### src/rtl/racer_pkg.sv
// Shared types and helpers for the lap timer.
// Time values are packed BCD MM:SS:FF, minutes in the most significant byte.
package racer_pkg;

    typedef enum logic [1:0] {
        ST_IDLE      = 2'd0,
        ST_COUNTDOWN = 2'd1,
        ST_RACING    = 2'd2,
        ST_FINISHED  = 2'd3
    } race_state_t;

    typedef logic [3:0]  bcd_digit_t;
    typedef logic [23:0] lap_time_t;

    // Bit offsets of the two-digit fields inside a lap_time_t
    localparam int FF_LSB = 0;
    localparam int SS_LSB = 8;
    localparam int MM_LSB = 16;

    // Increment a two-digit BCD value; caller guarantees it is below 99
    function automatic logic [7:0] bcd_inc2(input logic [7:0] v);
        bcd_digit_t hi;
        bcd_digit_t lo;
        hi = v[7:4];
        lo = v[3:0];
        if (lo == 4'd9) begin
            hi = hi + 4'd1;
            lo = 4'd0;
        end else begin
            lo = lo + 4'd1;
        end
        return {hi, lo};
    endfunction

    // Convert 0..99 to two BCD digits (used for elaboration constants)
    function automatic logic [7:0] to_bcd2(input int unsigned v);
        bcd_digit_t hi;
        bcd_digit_t lo;
        hi = 4'(v / 10);
        lo = 4'(v % 10);
        return {hi, lo};
    endfunction

endpackage

### src/rtl/bcd_time_counter.sv
// Cascaded BCD MM:SS:FF counter. FF wraps at FRAME_RATE-1, SS at 59, and the
// whole count saturates at 99:59:(FRAME_RATE-1). Clear has priority over tick.
module bcd_time_counter
    import racer_pkg::*;
#(
    parameter int FRAME_RATE = 60
) (
    input  logic      clk,
    input  logic      rst,
    input  logic      clear,
    input  logic      tick,
    output lap_time_t value
);

    localparam logic [7:0] FF_MAX   = to_bcd2(unsigned'(FRAME_RATE - 1));
    localparam lap_time_t  MAX_TIME = {8'h99, 8'h59, FF_MAX};

    lap_time_t next_value;

    // Next count: ripple FF -> SS -> MM, hold once the ceiling is reached
    always_comb begin
        next_value = value;
        if (value != MAX_TIME) begin
            if (value[FF_LSB +: 8] == FF_MAX) begin
                next_value[FF_LSB +: 8] = 8'h00;
                if (value[SS_LSB +: 8] == 8'h59) begin
                    next_value[SS_LSB +: 8] = 8'h00;
                    next_value[MM_LSB +: 8] = bcd_inc2(value[MM_LSB +: 8]);
                end else begin
                    next_value[SS_LSB +: 8] = bcd_inc2(value[SS_LSB +: 8]);
                end
            end else begin
                next_value[FF_LSB +: 8] = bcd_inc2(value[FF_LSB +: 8]);
            end
        end
    end

    // Count register
    always_ff @(posedge clk or posedge rst) begin
        if (rst) begin
            value <= '0;
        end else if (clear) begin
            value <= '0;
        end else if (tick) begin
            value <= next_value;
        end
    end

endmodule

### src/rtl/lap_time_ctl.sv
// Race lap timer: countdown, per-lap BCD timing, last lap and optional best lap.
// Optional feature: define BEST_LAP_EN to build the best-lap register and
// comparator; otherwise best_time_bcd and best_valid are tied to 0.
// Handshake: all inputs are single-cycle pulses sampled on pclk; every output
// is a register updated on the pclk edge that samples the pulse.
module lap_time_ctl
    import racer_pkg::*;
#(
    parameter int NUM_LAPS    = 3,
    parameter int FRAME_RATE  = 60,
    parameter int COUNTDOWN_S = 3
) (
    input  logic        pclk,
    input  logic        rst,
    input  logic        frame_ended,
    input  logic        race_start,
    input  logic        race_abort,
    input  logic        lap_cross,
    output logic [23:0] cur_time_bcd,
    output logic [23:0] last_time_bcd,
    output logic [23:0] best_time_bcd,
    output logic        best_valid,
    output logic [3:0]  lap_count,
    output logic [3:0]  countdown,
    output logic        racing,
    output logic        race_done
);

    localparam logic [6:0] DIV_LAST   = 7'(FRAME_RATE - 1);
    localparam logic [3:0] CD_INIT    = 4'(COUNTDOWN_S);
    localparam logic [3:0] LAPS_TOTAL = 4'(NUM_LAPS);

    race_state_t state;
    logic [6:0]  frame_div;
    logic        start_ok;
    logic        lap_ok;
    logic        tick_run;
    logic        ctr_clear;

    // Qualified events: abort beats start, lap beats a coincident tick
    always_comb begin
        start_ok  = 1'b0;
        lap_ok    = 1'b0;
        tick_run  = 1'b0;
        ctr_clear = 1'b0;
        if (!race_abort) begin
            start_ok = race_start && (state == ST_IDLE || state == ST_FINISHED);
            lap_ok   = lap_cross && (state == ST_RACING);
            tick_run = frame_ended && (state == ST_RACING) && !lap_cross;
        end
        ctr_clear = race_abort || start_ok || lap_ok;
    end

    bcd_time_counter #(
        .FRAME_RATE (FRAME_RATE)
    ) u_counter (
        .clk   (pclk),
        .rst   (rst),
        .clear (ctr_clear),
        .tick  (tick_run),
        .value (cur_time_bcd)
    );

    // Race FSM with its registered status outputs
    always_ff @(posedge pclk or posedge rst) begin
        if (rst) begin
            state         <= ST_IDLE;
            frame_div     <= '0;
            countdown     <= '0;
            lap_count     <= '0;
            last_time_bcd <= '0;
            racing        <= 1'b0;
            race_done     <= 1'b0;
        end else if (race_abort) begin
            state     <= ST_IDLE;
            frame_div <= '0;
            countdown <= '0;
            lap_count <= '0;
            racing    <= 1'b0;
            race_done <= 1'b0;
        end else begin
            case (state)
                ST_IDLE, ST_FINISHED: begin
                    if (race_start) begin
                        state         <= ST_COUNTDOWN;
                        frame_div     <= '0;
                        countdown     <= CD_INIT;
                        lap_count     <= '0;
                        last_time_bcd <= '0;
                        race_done     <= 1'b0;
                    end
                end
                ST_COUNTDOWN: begin
                    if (frame_ended) begin
                        if (frame_div == DIV_LAST) begin
                            frame_div <= '0;
                            if (countdown == 4'd1) begin
                                state     <= ST_RACING;
                                countdown <= '0;
                                racing    <= 1'b1;
                            end else begin
                                countdown <= countdown - 4'd1;
                            end
                        end else begin
                            frame_div <= frame_div + 7'd1;
                        end
                    end
                end
                ST_RACING: begin
                    if (lap_cross) begin
                        last_time_bcd <= cur_time_bcd;
                        lap_count     <= lap_count + 4'd1;
                        if (lap_count + 4'd1 == LAPS_TOTAL) begin
                            state     <= ST_FINISHED;
                            racing    <= 1'b0;
                            race_done <= 1'b1;
                        end
                    end
                end
                default: begin
                    state <= ST_IDLE;
                end
            endcase
        end
    end

`ifdef BEST_LAP_EN
    // Best lap: packed MSB-first BCD compares correctly as an unsigned number
    always_ff @(posedge pclk or posedge rst) begin
        if (rst) begin
            best_time_bcd <= '0;
            best_valid    <= 1'b0;
        end else if (lap_ok && (!best_valid || cur_time_bcd < best_time_bcd)) begin
            best_time_bcd <= cur_time_bcd;
            best_valid    <= 1'b1;
        end
    end
`else
    assign best_time_bcd = '0;
    assign best_valid    = 1'b0;
`endif

endmodule
### config.mk
export PLATFORM = sky130hd
export DESIGN_NAME = lap_time_ctl
export DESIGN_NICKNAME = d
export VERILOG_FILES = /design/src/rtl/racer_pkg.sv /design/src/rtl/bcd_time_counter.sv /design/src/rtl/lap_time_ctl.sv
export SDC_FILE = /design/constraint.sdc
export NUM_CORES = 1
export LEC_CHECK = 0
export CAP_MARGIN = 10
export CELL_PAD_IN_SITES_DETAIL_PLACEMENT = 1
export CELL_PAD_IN_SITES_GLOBAL_PLACEMENT = 1
export CORE_ASPECT_RATIO = 1.75
export CORE_MARGIN = 2
export CORE_UTILIZATION = 40
export DETAILED_ROUTE_END_ITERATION = 16
export PLACE_DENSITY = 0.88
export SLEW_MARGIN = 20
export SYNTH_ARGS = -nofsm -noshare
export SYNTH_HDL_FRONTEND = slang
export SYNTH_SLANG_ARGS = --single-unit
### constraint.sdc
create_clock -name pclk -period 4.9 [get_ports pclk]
set_input_delay 1.225 -clock pclk [delete_from_list [all_inputs] [get_ports pclk]]
set_output_delay 1.225 -clock pclk [all_outputs]
set_load 0.05 [all_outputs]
==> qor.csv <==
stage;metric;value;unit
grt;largest net degree at the start of global routing;50;
timing;min cycle time layout;3330;ps
yosys;register bit total from synthesis;67;
yosys;ys async rst share;1.00;
floorplan;Rows;46;
yosys;area leader, netlist;dfrtp_1;
cts;Num CTS Buffers;9;
yosys;main area contributors after synthesis;dfrtp_1, nand2_1, o21ai_0, ha_1, buf_4;
cts;CTS resizes;0;
yosys;top_reg_cell synth;dfrtp_1;
placed_design;Port Buffers;63;
worst_setup_path;Worst EP required;5130;ps
yosys;most numerous cell in the Yosys netlist;nand2_1;
cts;CTS root buffer;clkbuf_16;
grt;number of global-route vias before repair;3521;
floorplan;initial core utilization;0.413;
floorplan;die height;132;µm
placed_design;gpl congestion;0.825;
timing;final setup violating endpoints;0;
cts;Hold-fix buffers, CTS;0;
routing;# DRC;0;
grt;initial antenna violation count;0;
worst_setup_path;Crit. End Element;flop;
cts;H-tree depth;3;
worst_setup_path;crit path max fanout;13;
yosys;mapped cell area;3750;µm²
timing;final hold slack;483;ps
yosys;post-synth top area share;0.447;
timing;Peak Freq;0.301;GHz
cts;Num Clock Sinks;67;
run_status;status;finished, final reports clean;
timing;Hold Fails Final Rpt;0;
worst_setup_path;CP Buf/Inv Count;1;
cts;clk slew on worst S/H paths;50;ps
finish;Final nets;496;
power;Net Sw Frac;0.423;
timing;RSZ-0062 raised after global routing;false;
power;final total power;2.24;mW
floorplan;Die X-Extent;77.2;µm
worst_setup_path;Crit Path Class;in2reg;
power;Internal;1.29;mW
cts;Max clock buf depth;2;
routing;initial drt markers;139;
timing;Final period util;0.679;
yosys;Syn. warnings;0;
worst_hold_path;worst hold path class;reg2reg;
floorplan;die area;10200;µm²
timing;max-slew headroom at the worst pin;0.432;
routing;DR WL/cell;17.9;µm
floorplan;Core Area;9090;µm²
timing;Pins Over Slew Limit;0;
job;max_cap viols;0;
power;power per cell area;477;nW/µm²
worst_setup_path;Worst path max stage delay;640;ps
timing;worst slew pin tran;842;ps
grt;first-pass GRT wire length;17.9;mm
floorplan;I/O Pins;89;
cts;TritonCTS clock tree;done;
power;Switch Pwr;0.949;mW
worst_setup_path;CP top delay family;compound AO/OA/AOI/OAI gates;
grt;Global Route Usage Sum;0.220;
routing;Pre-Repair DR Iteration Count;4;
power;leakage;2.09;nW
finish;diode count;0;
routing;Post-DRT Antenna Nets;0;
finish;Layout Utilization;0.517;
routing;post-DR vias/cell;5.45;
worst_setup_path;Slowest-stage cell, CP;clkdlybuf4s50_1;
yosys;Synth Instances;409;
yosys;average cell area after synthesis;9.17;µm²
cts;postcts setup bufs;0;
placed_design;placed wire-length estimate;7.85;mm
routing;Routed WL;10.6;mm
finish;area grow syn2layout;25.2;%
finish;share of layout cells above drive strength 1;0.0632;
yosys;Seq/Total Area, Yosys;0.447;
worst_setup_path;Worst EP arrival;3560;ps
power;Clock power frac;0.289;
yosys;Unique masters post-synth;55;
routing;DR vias;3242;
worst_setup_path;CP Launch Type;primary input;
cts;clk_lat worst skew;340;ps
yosys;commonest cells in the netlist;nand2_1, dfrtp_1, o21ai_0;
timing;Fin Clk Skew;7.09;ps
power;Sequential Power Share;0.320;
power;combinational share of power;0.391;
power;worst vdd ir;0.000218;V
grt;GRT overflow;0;
worst_setup_path;CP cell instances;clkdlybuf4s50_1 -> a21oi_1 -> nand2_1 -> a31oi_1 -> nor3_1 -> a21o_1;
timing;post-route setup TNS;0;ps
yosys;number of synthesized flops with an enable pin;0;
-- through the flow --
step                std cells  instance area, µm²  worst slack, ps
floorplan                 433                3840             1990
detailed placement        580                4400             1240
CTS                       595                4700             1580
global route              595                4700             1410
global placement          580                4400             1370
finish                    595                4700             1570
-- path summary, 6_finish.rpt --
path,startpoint,endpoint,slack (ps),cells past startpoint
worst max-delay path,race_abort,u_counter.value[8],1570,6
worst min-delay path,last_time_bcd[19],last_time_bcd[19],480,2
worst max register to register,state[0],racing,2250,7
worst min register to register,last_time_bcd[19],last_time_bcd[19],480,2
max in group asynchronous,rst,lap_count[1],2730,3
min in group asynchronous,rst,last_time_bcd[3],1350,2
-- placed cells by master (no fill, tap or decap), types with 3 or more instances in the layout --
cell type,instances
nand2_1,70
dfrtp_1,67
clkdlybuf4s50_1,63
o21ai_0,52
conb_1,25
nor2_1,18
ha_1,18
inv_1,15
nand3_1,13
a21oi_1,10
clkbuf_16,9
nor3_1,8
o31ai_1,8
o21ai_1,6
nand4_1,5
xnor2_1,5
a21o_1,5
nand2b_1,4
xor2_1,4
o21a_1,4
nor2b_1,3
a31oi_1,3
nand3b_4,3
and3b_1,3
and2_1,3
or3_1,3
-- power by group through the flow --
stage / Combinational [mW] / Sequential (mW) / Clock (mW)
6_report: 0.877 / 0.718 / 0.649
3_3_place_gp: 0.841 / 0.724 / 0
5_1_grt: 0.947 / 0.732 / 0.684
4_1_cts: 0.881 / 0.718 / 0.656
2_1_floorplan: 0.444 / 0.903 / 0
3_5_place_dp: 0.875 / 0.728 / 0
-- kinds of logic after synthesis --
group,Yosys count,synth area share
AND/OR/NAND/NOR,149,0.203
AO/OA/AOI/OAI,108,0.179
flip-flops,67,0.447
buffers and inverters,54,0.0794
adder cells (fa/ha/maj),19,0.0634
XOR/XNOR,9,0.0210
multiplexers,2,0.00600
other,1,0.000999
-- worst reg2reg max path, stage by stage, from the launching register on --
cell      delay, ps
dfrtp_1         380
inv_1            80
ha_2            590
nand2b_1        230
and3_1          240
a221oi_1        590
a22oi_1         260
o21ai_0         170
-- registers in the layout, indices dropped and copies added, names as in the netlist --
signal,count
lap_count,4
last_time_bcd,24
racing,1
countdown,4
frame_div,7
u_counter.value,24
race_done,1
state,2
-- per-layer routing --
layer / part of all wire / vias to the layer above / track usage / wire (µm)
li1: - / 1498 / - / -
met1: 0.38 / 1632 / 0.245 / 4010
met2: 0.56 / 86 / 0.396 / 5910
met3: 0.038 / 26 / 0.0445 / 409
met4: 0.028 / 0 / 0.100 / 299
met5: 0 / - / 0 / 0
-- final cells by class --
cell class | count | area, µm²
inverter | 16 | 61.3
tap | 120 | 150
multi-input combinational | 312 | 1870
timing repair buffer | 65 | 646
fill | 1098 | 4390
clock inverter | 2 | 35.0
sequential | 67 | 1680
clock buffer | 13 | 260
(Power assumes the default switching activity.)
